$ cat config.mk
export PLATFORM = sky130hd
export DESIGN_NAME = rle_decompressor_flat
export DESIGN_NICKNAME = d
export VERILOG_FILES = /design/src/rtl/rle_if.sv /design/src/rtl/rle_decompressor.sv /design/src/flat_wrapper.sv
export SDC_FILE = /design/constraint.sdc
export NUM_CORES = 1
export LEC_CHECK = 0
export ABC_AREA = 1
export CORE_AREA = 8 8 96 98
export CTS_CLUSTER_SIZE = 40
export DETAILED_ROUTE_END_ITERATION = 12
export DIE_AREA = 0 0 104 106
export GPL_ROUTABILITY_DRIVEN = 0
export GPL_TIMING_DRIVEN = 1
export MAX_ROUTING_LAYER = met4
export PLACE_DENSITY = 0.75
export RECOVER_POWER = 25
export REMOVE_ABC_BUFFERS = 1
export SETUP_SLACK_MARGIN = 0.4
export SLEW_MARGIN = 20
export SYNTH_ARGS = -nofsm -noshare
export SYNTH_HDL_FRONTEND = slang
export SYNTH_SLANG_ARGS = --single-unit
$ cat constraint.sdc
create_clock -name clk -period 4 [get_ports clk]
set_input_delay 0.8 -clock clk [delete_from_list [all_inputs] [get_ports clk]]
set_output_delay 0.8 -clock clk [all_outputs]
set_load 0.05 [all_outputs]
$ cat src/rtl/rle_if.sv
// Lane-side byte stream and element-memory write port of one RLE decompressor.
interface rle_if #(
    parameter int unsigned ADDR_W = 8
);
    logic              start;
    logic [7:0]        in_byte;
    logic              in_valid;
    logic              in_ready;
    logic              wr_en;
    logic [ADDR_W-1:0] wr_addr;
    logic [31:0]       wr_data;
    logic              eob;
    logic [ADDR_W:0]   elem_count;
    logic              busy;
    logic              overflow;

    modport master (
        output start, in_byte, in_valid,
        input  in_ready, wr_en, wr_addr, wr_data, eob, elem_count, busy, overflow
    );

    modport slave (
        input  start, in_byte, in_valid,
        output in_ready, wr_en, wr_addr, wr_data, eob, elem_count, busy, overflow
    );
endinterface

$ cat src/rtl/rle_decompressor.sv
// Per-lane run-length decoder: expands header/literal/zero-run tokens into
// 32-bit element writes and pulses eob on the end-of-object marker.
module rle_decompressor #(
    parameter int unsigned ADDR_W = 8
) (
    input logic   clk,
    input logic   reset,
    rle_if.slave  bus
);
    localparam int unsigned CNT_W = ADDR_W + 1;

    typedef enum logic [1:0] {IDLE, HEADER, LITERAL, ZERO_RUN} state_t;

    state_t            state_q, state_d;
    logic [7:0]        left_q, left_d;
    logic [1:0]        idx_q, idx_d;
    logic [23:0]       asm_q, asm_d;
    logic [CNT_W-1:0]  count_q, count_d;
    logic              ovf_q, ovf_d;
    logic              wr_en_q, wr_en_d;
    logic [ADDR_W-1:0] wr_addr_q, wr_addr_d;
    logic [31:0]       wr_data_q, wr_data_d;
    logic              eob_q, eob_d;
    logic              in_ready_q, in_ready_d;
    logic              busy_q, busy_d;

    logic              accept;
    logic              emit;
    logic [31:0]       emit_data;

    assign accept = bus.in_valid & in_ready_q;

    // Next-state, element emission and output decode
    always_comb begin
        state_d   = state_q;
        left_d    = left_q;
        idx_d     = idx_q;
        asm_d     = asm_q;
        count_d   = count_q;
        ovf_d     = ovf_q;
        wr_en_d   = 1'b0;
        wr_addr_d = wr_addr_q;
        wr_data_d = wr_data_q;
        eob_d     = 1'b0;
        emit      = 1'b0;
        emit_data = '0;

        case (state_q)
            IDLE: begin
            end
            HEADER: begin
                if (accept) begin
                    if (bus.in_byte == 8'h80) begin
                        state_d = IDLE;
                        eob_d   = 1'b1;
                    end else if (bus.in_byte[7]) begin
                        left_d  = 8'(bus.in_byte[6:0]);
                        state_d = ZERO_RUN;
                    end else begin
                        left_d  = 8'(bus.in_byte[6:0]) + 8'd1;
                        idx_d   = 2'd0;
                        state_d = LITERAL;
                    end
                end
            end
            LITERAL: begin
                if (accept) begin
                    // First byte lands in the low byte; the fourth completes the element
                    if (idx_q == 2'd3) begin
                        emit      = 1'b1;
                        emit_data = {bus.in_byte, asm_q};
                        left_d    = left_q - 8'd1;
                        if (left_q == 8'd1) begin
                            state_d = HEADER;
                        end
                    end else begin
                        asm_d = {bus.in_byte, asm_q[23:8]};
                    end
                    idx_d = idx_q + 2'd1;
                end
            end
            ZERO_RUN: begin
                emit   = 1'b1;
                left_d = left_q - 8'd1;
                if (left_q == 8'd1) begin
                    state_d = HEADER;
                end
            end
            default: begin
                state_d = IDLE;
            end
        endcase

        // The count doubles as the write address; its top bit marks a full memory
        if (emit) begin
            if (!count_q[ADDR_W]) begin
                wr_en_d   = 1'b1;
                wr_addr_d = count_q[ADDR_W-1:0];
                wr_data_d = emit_data;
                count_d   = count_q + CNT_W'(1);
            end else begin
                ovf_d = 1'b1;
            end
        end

        // A start pulse always wins, dropping any byte or write on the same edge
        if (bus.start) begin
            state_d   = HEADER;
            left_d    = 8'd0;
            idx_d     = 2'd0;
            count_d   = '0;
            ovf_d     = 1'b0;
            wr_en_d   = 1'b0;
            wr_addr_d = '0;
            eob_d     = 1'b0;
        end

        in_ready_d = (state_d == HEADER) || (state_d == LITERAL);
        busy_d     = (state_d != IDLE);
    end

    // State and output registers
    always_ff @(posedge clk) begin
        if (reset) begin
            state_q    <= IDLE;
            left_q     <= 8'd0;
            idx_q      <= 2'd0;
            asm_q      <= 24'd0;
            count_q    <= '0;
            ovf_q      <= 1'b0;
            wr_en_q    <= 1'b0;
            wr_addr_q  <= '0;
            wr_data_q  <= 32'd0;
            eob_q      <= 1'b0;
            in_ready_q <= 1'b0;
            busy_q     <= 1'b0;
        end else begin
            state_q    <= state_d;
            left_q     <= left_d;
            idx_q      <= idx_d;
            asm_q      <= asm_d;
            count_q    <= count_d;
            ovf_q      <= ovf_d;
            wr_en_q    <= wr_en_d;
            wr_addr_q  <= wr_addr_d;
            wr_data_q  <= wr_data_d;
            eob_q      <= eob_d;
            in_ready_q <= in_ready_d;
            busy_q     <= busy_d;
        end
    end

    assign bus.in_ready   = in_ready_q;
    assign bus.wr_en      = wr_en_q;
    assign bus.wr_addr    = wr_addr_q;
    assign bus.wr_data    = wr_data_q;
    assign bus.eob        = eob_q;
    assign bus.elem_count = count_q;
    assign bus.busy       = busy_q;
    assign bus.overflow   = ovf_q;
endmodule

$ cat src/flat_wrapper.sv
// flat-port wrapper written by rule: the top's interface ports become plain ports
module rle_decompressor_flat 
#(
    parameter int unsigned ADDR_W = 8
)
  (clk, reset, bus_start, bus_in_byte, bus_in_valid, bus_in_ready, bus_wr_en, bus_wr_addr, bus_wr_data, bus_eob, bus_elem_count, bus_busy, bus_overflow);
  rle_if #(.ADDR_W(ADDR_W)) bus_i ();
  input logic clk;
  input logic reset;
  input wire logic [$bits(bus_i.start)-1:0] bus_start;
  input wire logic [$bits(bus_i.in_byte)-1:0] bus_in_byte;
  input wire logic [$bits(bus_i.in_valid)-1:0] bus_in_valid;
  output wire logic [$bits(bus_i.in_ready)-1:0] bus_in_ready;
  output wire logic [$bits(bus_i.wr_en)-1:0] bus_wr_en;
  output wire logic [$bits(bus_i.wr_addr)-1:0] bus_wr_addr;
  output wire logic [$bits(bus_i.wr_data)-1:0] bus_wr_data;
  output wire logic [$bits(bus_i.eob)-1:0] bus_eob;
  output wire logic [$bits(bus_i.elem_count)-1:0] bus_elem_count;
  output wire logic [$bits(bus_i.busy)-1:0] bus_busy;
  output wire logic [$bits(bus_i.overflow)-1:0] bus_overflow;
  assign bus_i.start = bus_start;
  assign bus_i.in_byte = bus_in_byte;
  assign bus_i.in_valid = bus_in_valid;
  assign bus_in_ready = bus_i.in_ready;
  assign bus_wr_en = bus_i.wr_en;
  assign bus_wr_addr = bus_i.wr_addr;
  assign bus_wr_data = bus_i.wr_data;
  assign bus_eob = bus_i.eob;
  assign bus_elem_count = bus_i.elem_count;
  assign bus_busy = bus_i.busy;
  assign bus_overflow = bus_i.overflow;
  rle_decompressor #(.ADDR_W(ADDR_W)) u_core (.clk(clk), .reset(reset), .bus(bus_i));
endmodule
# Yosys cells after proc, flatten, opt, wreduce, memory -nomap -nowiden
# Cells that the tools add are included.
# op_classes
addsub	4
mul	0
div_mod_pow	0
order_cmp	0
eq_ne	13
shift	0
n_mux	28
bitwise_logic	6
reduce_logical	12
# ops
cell	n
two-way mux 32 bit	3
two-way mux 8 bit	5
case mux 8 bit (3 select lines)	1
two-way mux 2 bit	10
AND reduction 5 bit	2
adder 9 x 1 -> 9 bit (second input constant)	1
two-way mux 9 bit	1
adder 7 x 1 -> 8 bit (second input constant)	1
== test 2 bit (second input constant)	4
== test 8 x 1 -> 1 bit (second input constant)	1
== test 8 bit (second input constant)	1
subtractor 8 x 1 -> 8 bit (second input constant)	1
!= test 2 x 1 -> 1 bit (second input constant)	3
case mux 2 bit (3 select lines)	1
two-way mux 1 bit	5
inverter 1 bit	5
== test 2 x 1 -> 1 bit (second input constant)	2
!= test 2 bit (second input constant)	2
case mux 2 bit (2 select lines)	1
AND reduction 2 bit	2
nonzero test 2 bit	2
OR reduction 4 bit	1
AND reduction 3 bit	1
nonzero test 3 bit	1
6 further kinds	6
# word_totals
register_bits	90
latchBits	0
ramBits	0
mem_bits_ro	0
in_bits	12
memories	0

# Longest topological paths before layout
# Gate-level depths: netlist of the first run.
# depth
depth_word	8
ltp_mapped	11
ltp_nobuf	11

# Worst setup path after synthesis of the first run
# Ideal clock, no wire load.
# synth_path
path_kind	input-to-reg
start	input bus_in_byte[0]
end	register u_core.in_ready_q (netlist: u_core.bus.in_ready)
t_arrival_ns	1.887
required_ns	3.872
setup_slack_ns	1.985
stages	10
n_path_buf	0
cell_sequence	inv_1 ha_1 nor3b_1 nand2_1 a31oi_1 nand3_1 inv_1 ha_1 inv_1 nor2_1
# synth_between
elab_chain_len	7
# synth_rtl
item	line_no	text
start, declared	flat_wrapper.sv:11	input wire logic [$bits(bus_i.in_byte)-1:0] bus_in_byte;
== test 8 bit (*)	rle_decompressor.sv:53	if (bus.in_byte == 8'h80) begin
two-way mux 2 bit (*)	rle_decompressor.sv:53	
two-way mux 2 bit (*)	rle_decompressor.sv:52	if (accept) begin
case mux 2 bit (3 select lines) (*)	rle_decompressor.sv:48	case (state_q)
two-way mux 2 bit (*)	rle_decompressor.sv:107	if (bus.start) begin
== test 2 x 1 -> 1 bit / == test 2 bit (equally long branches)	rle_decompressor.sv:118	in_ready_d = (state_d == HEADER) || (state_d == LITERAL);
logical OR 1 bit (*)	rle_decompressor.sv:118	
named net u_core.in_ready_d	rle_decompressor.sv:24	logic in_ready_q, in_ready_d;
end signal, assigned	rle_decompressor.sv:148	in_ready_q <= in_ready_d;
end, declared	rle_decompressor.sv:24	
# Mark *: on every way through the listed nets, which the timed path passes. The rest lies on a longest branch.
# A chain may end at the register's enable or synchronous reset.

# Worst setup path in the final report of the first run
# layout_path
start	input reset
end	register u_core.eob_q (netlist: u_core.bus.eob)
# layout_between
elab_chain_len	1
# layout_rtl
item	line_no	text
start, declared	flat_wrapper.sv:9	input logic reset;
OR reduction 4 bit (no source line)	--	
end signal, assigned	rle_decompressor.sv:147	eob_q <= eob_d;
end, declared	rle_decompressor.sv:23	logic eob_q, eob_d;
# No other way between the ends.

==> impl_results.md, run 1 <==
- Fin crit share: 0.7571
- Vias in the first global route: between 3000 and 4000
- CTS tree: yes
- Status: completed
- Combinational share of power: 0.054
- Max-Cap Viols: 0
- Post-Syn Area: approximately 3800 µm²
- Initial antenna violation count: 0
- Avg Cell Area, Syn: approximately 7.4 µm²
- First DRT Iteration DRCs: 300
- Worst Path Max Fanout: 16
- Worst-skew pair later-pin latency: 0.37 ns
- Initial core utilization: 0.4788
- Largest net degree at the start of global routing: 54
- Post-CTS Hold Buffers: 0
- TNS Setup: 0 ns
- Grt met2 use: 0.2690
- Nets: just under 600
- Hold Crit Start: u_core.bus.wr_data[29]
- GRT overflow: 0
- Via count: 3523
- Worst R2R Path Depth: 9
- Min Clock Period, post-route: 3.029 ns
- Clock share of power: 0.431
- Hold Path Class: reg2reg
- Power share of the sequential group: 0.515
- Worst R2R End: u_core.bus.elem_count[3]
- Leakage Power: around 1.9 nW
- Yosys warning total: 0
- Core area: roughly 7800 µm²
- CP Capture Point: u_core.bus.eob
- Top_reg_cell synth: dfxtp_1
- # rows: 33
- Final HPWL DP: between 6000 and 7000 µm
- Sw frac: 0.2313
- Global Route met1 Usage: 0.2290
- Cell internal pwr: ~1.4 mW
- RSZ-0062 raised after global routing: false
- Layout cells sized above 1: 0.04386
- CTS root buffer: clkbuf_8
- GRT Util Overall: 0.1767
- WL final: roughly 9400 µm
- R2R setup slack: 1.60 ns
- Psw: ~0.41 mW
- CTS Buf Count: 9
- Syn Inst Count: 510
- Clock skew: slightly below 0.009 ns
- CP Data Arrival Time: between 3 and 4 ns
- Rel. slew slack: 0.3487
- Flops & latches, synth: 90
- Design area: 4692 µm²
- Reg-to-Reg Start: u_core.idx_q[0]
- WP data required: 4.24 ns
- Longest Clk Path Bufs: 2
- Hold Vio Cnt, Final: 0
- First-pass DRT Iterations: 4
- Fmax achieved: 0.3302 GHz
- Sequential area share after synthesis: 0.4797
- Routed wire per std cell: about 14 µm
- Met3 GRT Util: 0.03267
- First-pass GRT wire length: around 16000 µm
- Post-synthesis async set-or-reset flop share: 0
- Area Growth Syn to Fin: 24.92%
- Residual DRC: 0
- Placed instance area: between 4000 and 5000 µm²
- Critical Path Start: reset
- N_diodes: 0
- Critical Path Sink Type: flip-flop
- Die Y: between 100 and 150 µm
- ANT nets after route: 0
- CTS H-tree lvls: 3
- Die width: between 100 and 150 µm
- Ports: 66
- Measured slew at the worst slew-check pin: roughly 0.98 ns
- Post-synth cell types: 28
- Worst Setup Start Kind: input pin
- IO buf count: 65
- Gr busiest metal: met2
- Peak VDD IR: slightly above 0.2 mV
- Avg Vias per Cell: roughly 5.2
- Fillers: between 700 and 800
- Finish-stage setup viols: 0
- Cell Pwr Density: roughly 370 nW/µm²
- CP Class: in2reg
- Post-CTS sizing: 0
- Fin. max-slew vios: 0
- Setup Buffers After CTS: 0
- Post-synth EDFFs: 0
- Clk sinks: 90
- Die area: between 10000 and 15000 µm²
- CTS clock-pin slew for the worst setup and hold paths: 0.09 ns
==> how the worst min path moves through the flow <==
stage,to,slack [ns],cells after the start
2_1_floorplan,u_core.idx_q[1],0.44,2
3_3_place_gp,u_core.idx_q[1],0.45,2
3_5_place_dp,u_core.bus.wr_data[22],0.46,2
4_1_cts,u_core.bus.wr_data[22],0.47,2
5_1_grt,u_core.bus.wr_data[0],0.49,2
6_report,u_core.bus.wr_data[29],0.47,2
==> state kept, by name (all words and copies together), names as in the netlist <==
signal and cells:
u_core.bus.in_ready 1, u_core.bus.eob 1, u_core.bus.overflow 1, u_core.idx_q 2, u_core.bus.wr_data 32, u_core.state_q 2, u_core.bus.elem_count 9, u_core.bus.busy 1
u_core.asm_q 24, u_core.bus.wr_en 1, u_core.left_q 8, u_core.bus.wr_addr 8
==> layout by cell type (no fill, tap or decap), drive strengths merged <==
master         count
nor3b              1
xor2               4
o211ai             1
a21boi             1
ha                 7
nor4               1
clkbuf            12
clkinv             1
dfxtp             90
buf                3
nor2              61
o21ai             46
nand2             92
a31oi              1
inv               46
dlygate4sd3        6
clkdlybuf4s50     59
o21a               1
bufinv             3
nand3b             1
nor3               2
o21bai             2
nand4              7
clkinvlp           1
o22ai              1
a21oi             64
nand3             56
==> layer usage <==
metal / up-vias / routed length (µm)
met2: 82 / 4411
met3: 12 / 420
met1: 1649 / 4466
met5: - / 0
li1: 1780 / -
met4: 0 / 143
==> layout make-up <==
type                            instances  area, µm²  area share
Sequential cell                        90       1802      0.3840
Timing Repair Buffer                   71      685.7      0.1461
Multi-Input combinational cell        349       1660      0.3539
Inverter                               44      165.2     0.03520
Tap cell                              105      131.4     0.02800
Clock inverter                          7      123.9     0.02640
Clock buffer                            9      123.9     0.02640
==> synthesized netlist by cell type, types with 2 or more instances <==
master,number,share of area
a21oi_1,64,0.085
o21bai_1,2,0.0040
dfxtp_1,90,0.48
nor3_1,2,0.0027
ha_1,7,0.023
nand4_1,7,0.012
buf_1,2,0.0020
o21ai_0,43,0.057
nor2_1,59,0.059
buf_2,16,0.021
nand3_1,56,0.075
clkbuf_1,9,0.0090
nand2_1,90,0.090
inv_2,3,0.0030
xor2_1,4,0.0093
nand2_2,2,0.0033
o21ai_1,3,0.0040
inv_1,41,0.041
==> kinds of logic after synthesis <==
family	Yosys count	share of synthesized area
simple gates	221	0.2515
buf+inv	71	0.07628
compound gates	117	0.1599
fa+ha+maj	7	0.02332
flops	90	0.4797
xor+xnor	4	0.009326
==> power by group through the flow <==
| stage | logic, mW | clock network (mW) | registers [mW] |
|---|---|---|---|
| 2_1_floorplan | 0.0457 | 0 | 0.933 |
| 3_3_place_gp | 0.0940 | 0 | 0.926 |
| 3_5_place_dp | 0.0953 | 0 | 0.926 |
| 4_1_cts | 0.0961 | 0.766 | 0.906 |
| 5_1_grt | 0.105 | 0.797 | 0.906 |
| 6_report | 0.0946 | 0.758 | 0.906 |
==> worst max-delay path: stages <==
cell and delay (ns):
dlygate4sd3_1 0.63, clkbuf_1 0.31, nor2_1 0.15, clkbuf_1 0.52
inv_1 0.44, nor4_1 0.42
==> per-stage QoR <==
step           utilization  hold WS [ns]  std cells  power (mW)  setup WS [ns]
2_1_floorplan            -        0.4428        483      0.9783          1.504
3_5_place_dp        0.5691        0.4578        659       1.022          1.277
4_1_cts             0.6006        0.4713        675       1.768          1.486
5_1_grt             0.5981        0.4921        675       1.808         0.8812
3_3_place_gp        0.5691        0.4523        659       1.020          1.376
6_report            0.5981        0.4731        675       1.759         0.9715
(Power assumes the default switching activity.)
==> run 2: changes to the inputs <==
clock period = 3.04 ns   (was 4 ns; I/O delays follow)
==> run 2 against run 1 <==
Effect of this change: final cell count rose by 0.15%; register-to-register slack lost 0.87 ns; via count fell by 1.1%; die area is the same; combinational power increased by 34%; count of clock-buffer cells in the layout grew 2.
==> impl_results.md, run 2 (same netlist as run 1, synthesis figures left out) <==
- Status: completed
- Post-CTS Hold Buffers: 0 (unchanged)
- Ports: 66 (unchanged)
- Clk sinks: 90 (unchanged)
- WP data required: 3.29 ns (-0.95 ns)
- Finished Layout Cells: 676 (+0.15%)
- RSZ-0062 raised after global routing: false
- Residual DRC: 0 (unchanged)
- First-pass DRT Iterations: 5 (+1)
- Largest net degree at the start of global routing: 54 (unchanged)
- IO buf count: 65 (unchanged)
- Leakage Power: 1.828 nW (-1.3%)
- Commonest non-fill, non-tap cell in the layout: nand2_1
- # rows: 33 (unchanged)
- Cell Pwr Density: 463.6 nW/µm² (+24%)
- Layout cells sized above 1: 0.04561 (+0.001754)
- Inst Count DP: 659 (unchanged)
- CP max stage cell: clkbuf_2
- Die Y: 106 µm (unchanged)
- CP Data Arrival Time: 2.75 ns (-0.52 ns)
- Die width: 104 µm (unchanged)
- Initial antenna violation count: 1 (+1)
- Die area: 11020 µm² (unchanged)
- Fin crit share: 0.8223
- Slowest stage delay, CP: 0.75 ns (+0.12 ns)
- Cell mode on critical path: nand2_1
- Min Clock Period, post-route: 2.500 ns
- Setup ws final: 0.5401 ns (-0.4314 ns)
- Max-Cap Viols: 0 (unchanged)
- WL final: 9368 µm (-0.78%)
- TNS Setup: 0 ns (unchanged)
- Area Growth Syn to Fin: 24.72%
- Largest register FFs: 32 (unchanged)
- Hold Vio Cnt, Final: 0 (unchanged)
- Fin. max-slew vios: 0 (unchanged)
- GRT overflow: 0 (unchanged)
- Design area: 4684 µm² (-0.16%)
- Post-CTS sizing: 0 (unchanged)
- Peak VDD IR: 0.2246 mV (+11%)
- Post-Place Setup Slack: 0.5332 ns (-0.7439 ns)
- Rel. slew slack: 0.1529 (-0.1958)
- Longest Clk Path Bufs: 2 (unchanged)
- Via count: 3483 (-1.1%)
- ANT nets after route: 0 (unchanged)
- CTS tree: yes
- CP Class: in2reg
- Worst Setup Start Kind: input pin
- CTS root buffer: clkbuf_8
- Avg Vias per Cell: 5.152 (-1.3%)
- Worst Path Max Fanout: 53 (+37)
- First DRT Iteration DRCs: 215 (-28%)
- CTS clock-pin slew for the worst setup and hold paths: 0.09 ns (about the same)
- Nets: 584 (unchanged)
- First-pass GRT wire length: 15920 µm (+0.26%)
- Commonest non-fill, non-tap cells in the layout: nand2_1 (92), dfxtp_1 (90), a21oi_1 (64)
- Placed instance area: 4489 µm² (+0.56%)
- Final HPWL DP: 6520 µm (+0.27%)
- Worst-skew pair later-pin latency: 0.36 ns (about the same)
- Initial core utilization: 0.4788 (unchanged)
- Routed wire per std cell: 13.86 µm (-0.93%)
- CTS H-tree lvls: 3 (unchanged)
- Crit path cell chain: clkdlybuf4s50_1, nand3_1, nand2_1, nand2_1, nor2_4, clkbuf_2, nand2_1, o21ai_0, a21oi_1
- Fmax achieved: 0.4000 GHz
- Finish-stage setup viols: 0 (unchanged)
- Core area: 7845 µm² (unchanged)
- Setup Buffers After CTS: 0 (unchanged)
- Measured slew at the worst slew-check pin: 1.269 ns (+0.2923 ns)
- Vias in the first global route: 3343 (+1.5%)
- Hold Path Class: reg2reg
- Clock skew: 0.006798 ns (-0.001995 ns)
- Critical Path Sink Type: flip-flop
- CTS Buf Count: 9 (unchanged)
- GRT Util Overall: 0.1761 (-0.0006555)
## run 2: per-stage QoR
stage            util  power (mW)  hold slack, ns
4_1_cts        0.5994       2.187          0.4707
5_1_grt        0.5971       2.253          0.4968
3_5_place_dp   0.5722       1.346          0.4579
2_1_floorplan       -       1.287          0.4428
3_3_place_gp   0.5722       1.344          0.4526
6_report       0.5971       2.172          0.4679
## run 2: final timing paths
path | from | endpoint | slack, ns | depth (start not counted)
worst max register to register | u_core.idx_q[0] | u_core.bus.elem_count[3] | 0.73 | 9
worst min register to register | u_core.bus.wr_addr[6] | u_core.bus.wr_addr[6] | 0.47 | 2
worst max-delay path | bus_in_valid | u_core.bus.elem_count[3] | 0.54 | 9
worst min-delay path | u_core.bus.wr_addr[6] | u_core.bus.wr_addr[6] | 0.47 | 2
## run 2: where the power goes
part | total (mW) | switching [mW] | internal (mW) | leakage (nW)
registers | 1.19 | 0.00576 | 1.18 | 0.726
logic | 0.127 | 0.0844 | 0.0423 | 1.00
clock network | 0.855 | 0.427 | 0.428 | 0.0982
total | 2.17 | 0.517 | 1.65 | 1.83
## run 2: area by class of cell
type | count | area (µm²)
Clock inverter | 5 | 61.31
Fill cell | 727 | 3161
Timing Repair Buffer | 71 | 705.7
Clock buffer | 11 | 151.4
Inverter | 44 | 165.2
Tap cell | 105 | 131.4
Sequential cell | 90 | 1802
Antenna cell | 1 | 2.502
Multi-Input combinational cell | 349 | 1665
## run 2: routing by layer
metal	up-vias	wire, µm	track usage
li1	1786	-	-
met1	1586	4373	0.2157
met2	97	4383	0.2791
met3	14	461	0.03388
met4	0	150	0.07446
met5	-	0	-
## run 2: worst max-delay path: cells and delay by family
kind | cells | cell delay (ns)
AO/OA/AOI/OAI | 2 | 0.25
buffers and inverters | 2 | 1.23
AND/OR/NAND/NOR | 5 | 0.62
==> run 3: changes to the inputs <==
clock period = 2.37 ns   (was 3.04 ns; I/O delays follow)
==> run 3 against run 2 <==
Effect of this change: global-route usage rose by 0.45 points; routed wire length up 5.0%; register-to-register slack worse by 0.26 ns; clock skew rose by 0.0062 ns; critical endpoint is now u_core.bus.elem_count[4]; highest routed layer unchanged.
==> impl_results.md, run 3 (same netlist as run 1, synthesis figures left out) <==
- Die area: 11020 µm² (unchanged)
- Worst Path Max Fanout: 41 (-23%)
- Hold endpoint: u_core.bus.overflow
- GRT Util Overall: 0.1806 (+0.004495)
- Top Metal Used: met4
- Reg-to-Reg Start: u_core.idx_q[0]
- Core area: 7845 µm² (unchanged)
- Finish-stage setup viols: 0 (unchanged)
- WP data required: 2.66 ns (-0.63 ns)
- Fillers: 762 (+4.8%)
- Largest register FFs: 32 (unchanged)
- GRT overflow: 0 (unchanged)
- Min Clock Period, post-route: 2.002 ns
- Die Y: 106 µm (unchanged)
- Avg Vias per Cell: 5.326 (+3.4%)
- Die width: 104 µm (unchanged)
- N_diodes: 0 (-1)
- Area Growth Syn to Fin: 24.05%
- Fin crit share: 0.8449
- Routed wire per std cell: 14.36 µm (+3.6%)
- Measured slew at the worst slew-check pin: 0.6900 ns (-0.5794 ns)
- Ports: 66 (unchanged)
- Commonest non-fill, non-tap cell in the layout: nand2_1
- Met2 Wirelength: 4790 µm (+9.3%)
- ANT nets after route: 0 (unchanged)
- Slowest stage delay, CP: 0.51 ns (-0.24 ns)
- Cell Pwr Density: 583.1 nW/µm² (+26%)
- Via count: 3648 (+4.7%)
- CTS Buf Count: 9 (unchanged)
- Largest net degree at the start of global routing: 54 (unchanged)
- Final HPWL DP: 6842 µm (+4.9%)
- Initial antenna violation count: 0 (-1)
- Worst Setup Start Kind: input pin
- Nets: 594 (+1.7%)
- Cell mode on critical path: nand2_1
- Rel. slew slack: 0.5394 (+0.3865)
- First-pass DRT Iterations: 4 (-1)
- Vias in the first global route: 3563 (+6.6%)
- Finished Core Util: 0.5939 (-0.003190)
- Initial core utilization: 0.4788 (unchanged)
- Max-Cap Viols: 0 (unchanged)
- Post-CTS Hold Buffers: 0 (unchanged)
- CP Data Arrival Time: 2.29 ns (-0.46 ns)
- CP max stage cell: clkdlybuf4s50_1
- CP Class: in2reg
- Worst path bufs/invs: 2 (unchanged)
- WL final: 9838 µm (+5.0%)
- Fmax achieved: ~0.50 GHz
- IO buf count: 65 (unchanged)
- Critical Path Sink Type: flip-flop
- Hold Path Class: reg2reg
- First DRT Iteration DRCs: 201 (-6.5%)
- Leakage Power: 2.121 nW (+16%)
- Peak VDD IR: 0.3707 mV (+65%)
- Fin. max-slew vios: 0 (unchanged)
- Longest Clk Path Bufs: 2 (unchanged)
- CTS root buffer: clkbuf_8
- CTS tree: yes
- Layout cells sized above 1: 0.06379 (+0.01818)
- Worst R2R Path Depth: 8 (-1)
- Wl on met1: 4504 µm (+3.0%)
- Total Power: 2.717 mW (+25%)
- CTS H-tree lvls: 3 (unchanged)
- RSZ-0062 raised after global routing: false
- Worst R2R End: u_core.bus.elem_count[4]
- First-pass GRT wire length: 16440 µm (+3.2%)
- R2R setup slack: 0.47 ns (-0.26 ns)
- Wire length on met3: 405 µm (-12%)
- Delay-heaviest family, CP: buffers and inverters
- Worst-skew pair later-pin latency: 0.36 ns (about the same)
- CTS clock-pin slew for the worst setup and hold paths: 0.09 ns (about the same)
- Clock skew: 0.01301 ns (+0.006214 ns)
- Hold Vio Cnt, Final: 0 (unchanged)
- Clk sinks: 90 (unchanged)
- Commonest non-fill, non-tap cells in the layout: nand2_1 (92), dfxtp_1 (90), a21oi_1 (64)
- FF+latch area: 1802 µm² (unchanged)
- Residual DRC: 0 (unchanged)
- Worst hold stages: 1 (-1)
- Hold Crit Start: u_core.bus.overflow
- Status: completed
- # rows: 33 (unchanged)
- Crit path cell chain: clkdlybuf4s50_1, nand3_1, nand2_1, nand2_1, nor2_1, inv_2, o21bai_1, a21boi_1
- Multi-input logic area: 1663 µm² (-0.15%)
run 3: cell count changes in the layout (fill, tap and decap cells not counted), sizes merged:
cell	previous run	this run
buf	5	15
bufinv	1	0
clkbuf	12	11
clkdlybuf4s50	63	10
clkinv	0	3
clkinvlp	3	0
diode	1	0
dlygate4sd2	0	52
inv	45	48
run 3: worst max-delay path by stage:
stage	end	from	cells past startpoint
floorplan	u_core.bus.elem_count[4]	u_core.bus.in_ready	7
global placement	u_core.bus.in_ready	bus_in_byte[0]	11
detailed placement	u_core.bus.in_ready	bus_in_byte[0]	11
CTS	bus_eob	u_core.bus.eob	1
global route	u_core.bus.elem_count[1]	bus_in_valid	8
finish	u_core.bus.elem_count[4]	bus_in_valid	8
run 3: worst reg2reg max path, delay by kind of cell, from the launching register on:
| family | cells | cell delay (ns) |
|---|---|---|
| flip-flops | 1 | 0.35 |
| buffers and inverters | 1 | 0.34 |
| adder cells (fa/ha/maj) | 1 | 0.19 |
| AO/OA/AOI/OAI | 2 | 0.40 |
| AND/OR/NAND/NOR | 4 | 0.57 |
run 3: timing repair:
| item | CTS | global route |
|---|---|---|
| endpoints found under the setup margin | 52 | 19 |
| gates resized for setup | 52 | 4 |
| setup buffers | 0 | 0 |
run 3: area by class of cell:
cell class / count / area share
Sequential cell: 90 / 0.3867
Multi-Input combinational cell: 349 / 0.3569
Inverter: 44 / 0.03545
Clock buffer: 9 / 0.02658
Timing Repair Buffer: 81 / 0.1520
Tap cell: 105 / 0.02820
Clock inverter: 7 / 0.01423
run 3: power breakdown:
part | switching, mW | leakage (nW) | internal, mW | total [mW]
Sequential | 0.00640 | 0.726 | 1.52 | 1.53
Combinational | 0.115 | 1.30 | 0.0596 | 0.175
Clock | 0.606 | 0.0982 | 0.409 | 1.02
Total | 0.728 | 2.12 | 1.99 | 2.72
run 3: stage by stage:
stage               std cells  hold slack [ns]  instance area (µm²)  setup TNS [ns]  setup WS [ns]
floorplan                 483           0.4428                 3635        -0.03125       -0.03125
global placement          669           0.4470                 4552               0         0.1430
detailed placement        669           0.4582                 4552               0        0.07258
CTS                       685           0.4719                 4677               0         0.4039
global route              685           0.4915                 4659               0         0.2238
finish                    685           0.4681                 4659               0         0.3676
run 3: per-layer routing:
metal	up-vias	GRT usage
met5	-	-
met4	0	0.06412
met3	14	0.03206
met2	105	0.3016
met1	1724	0.2150
li1	1805	-
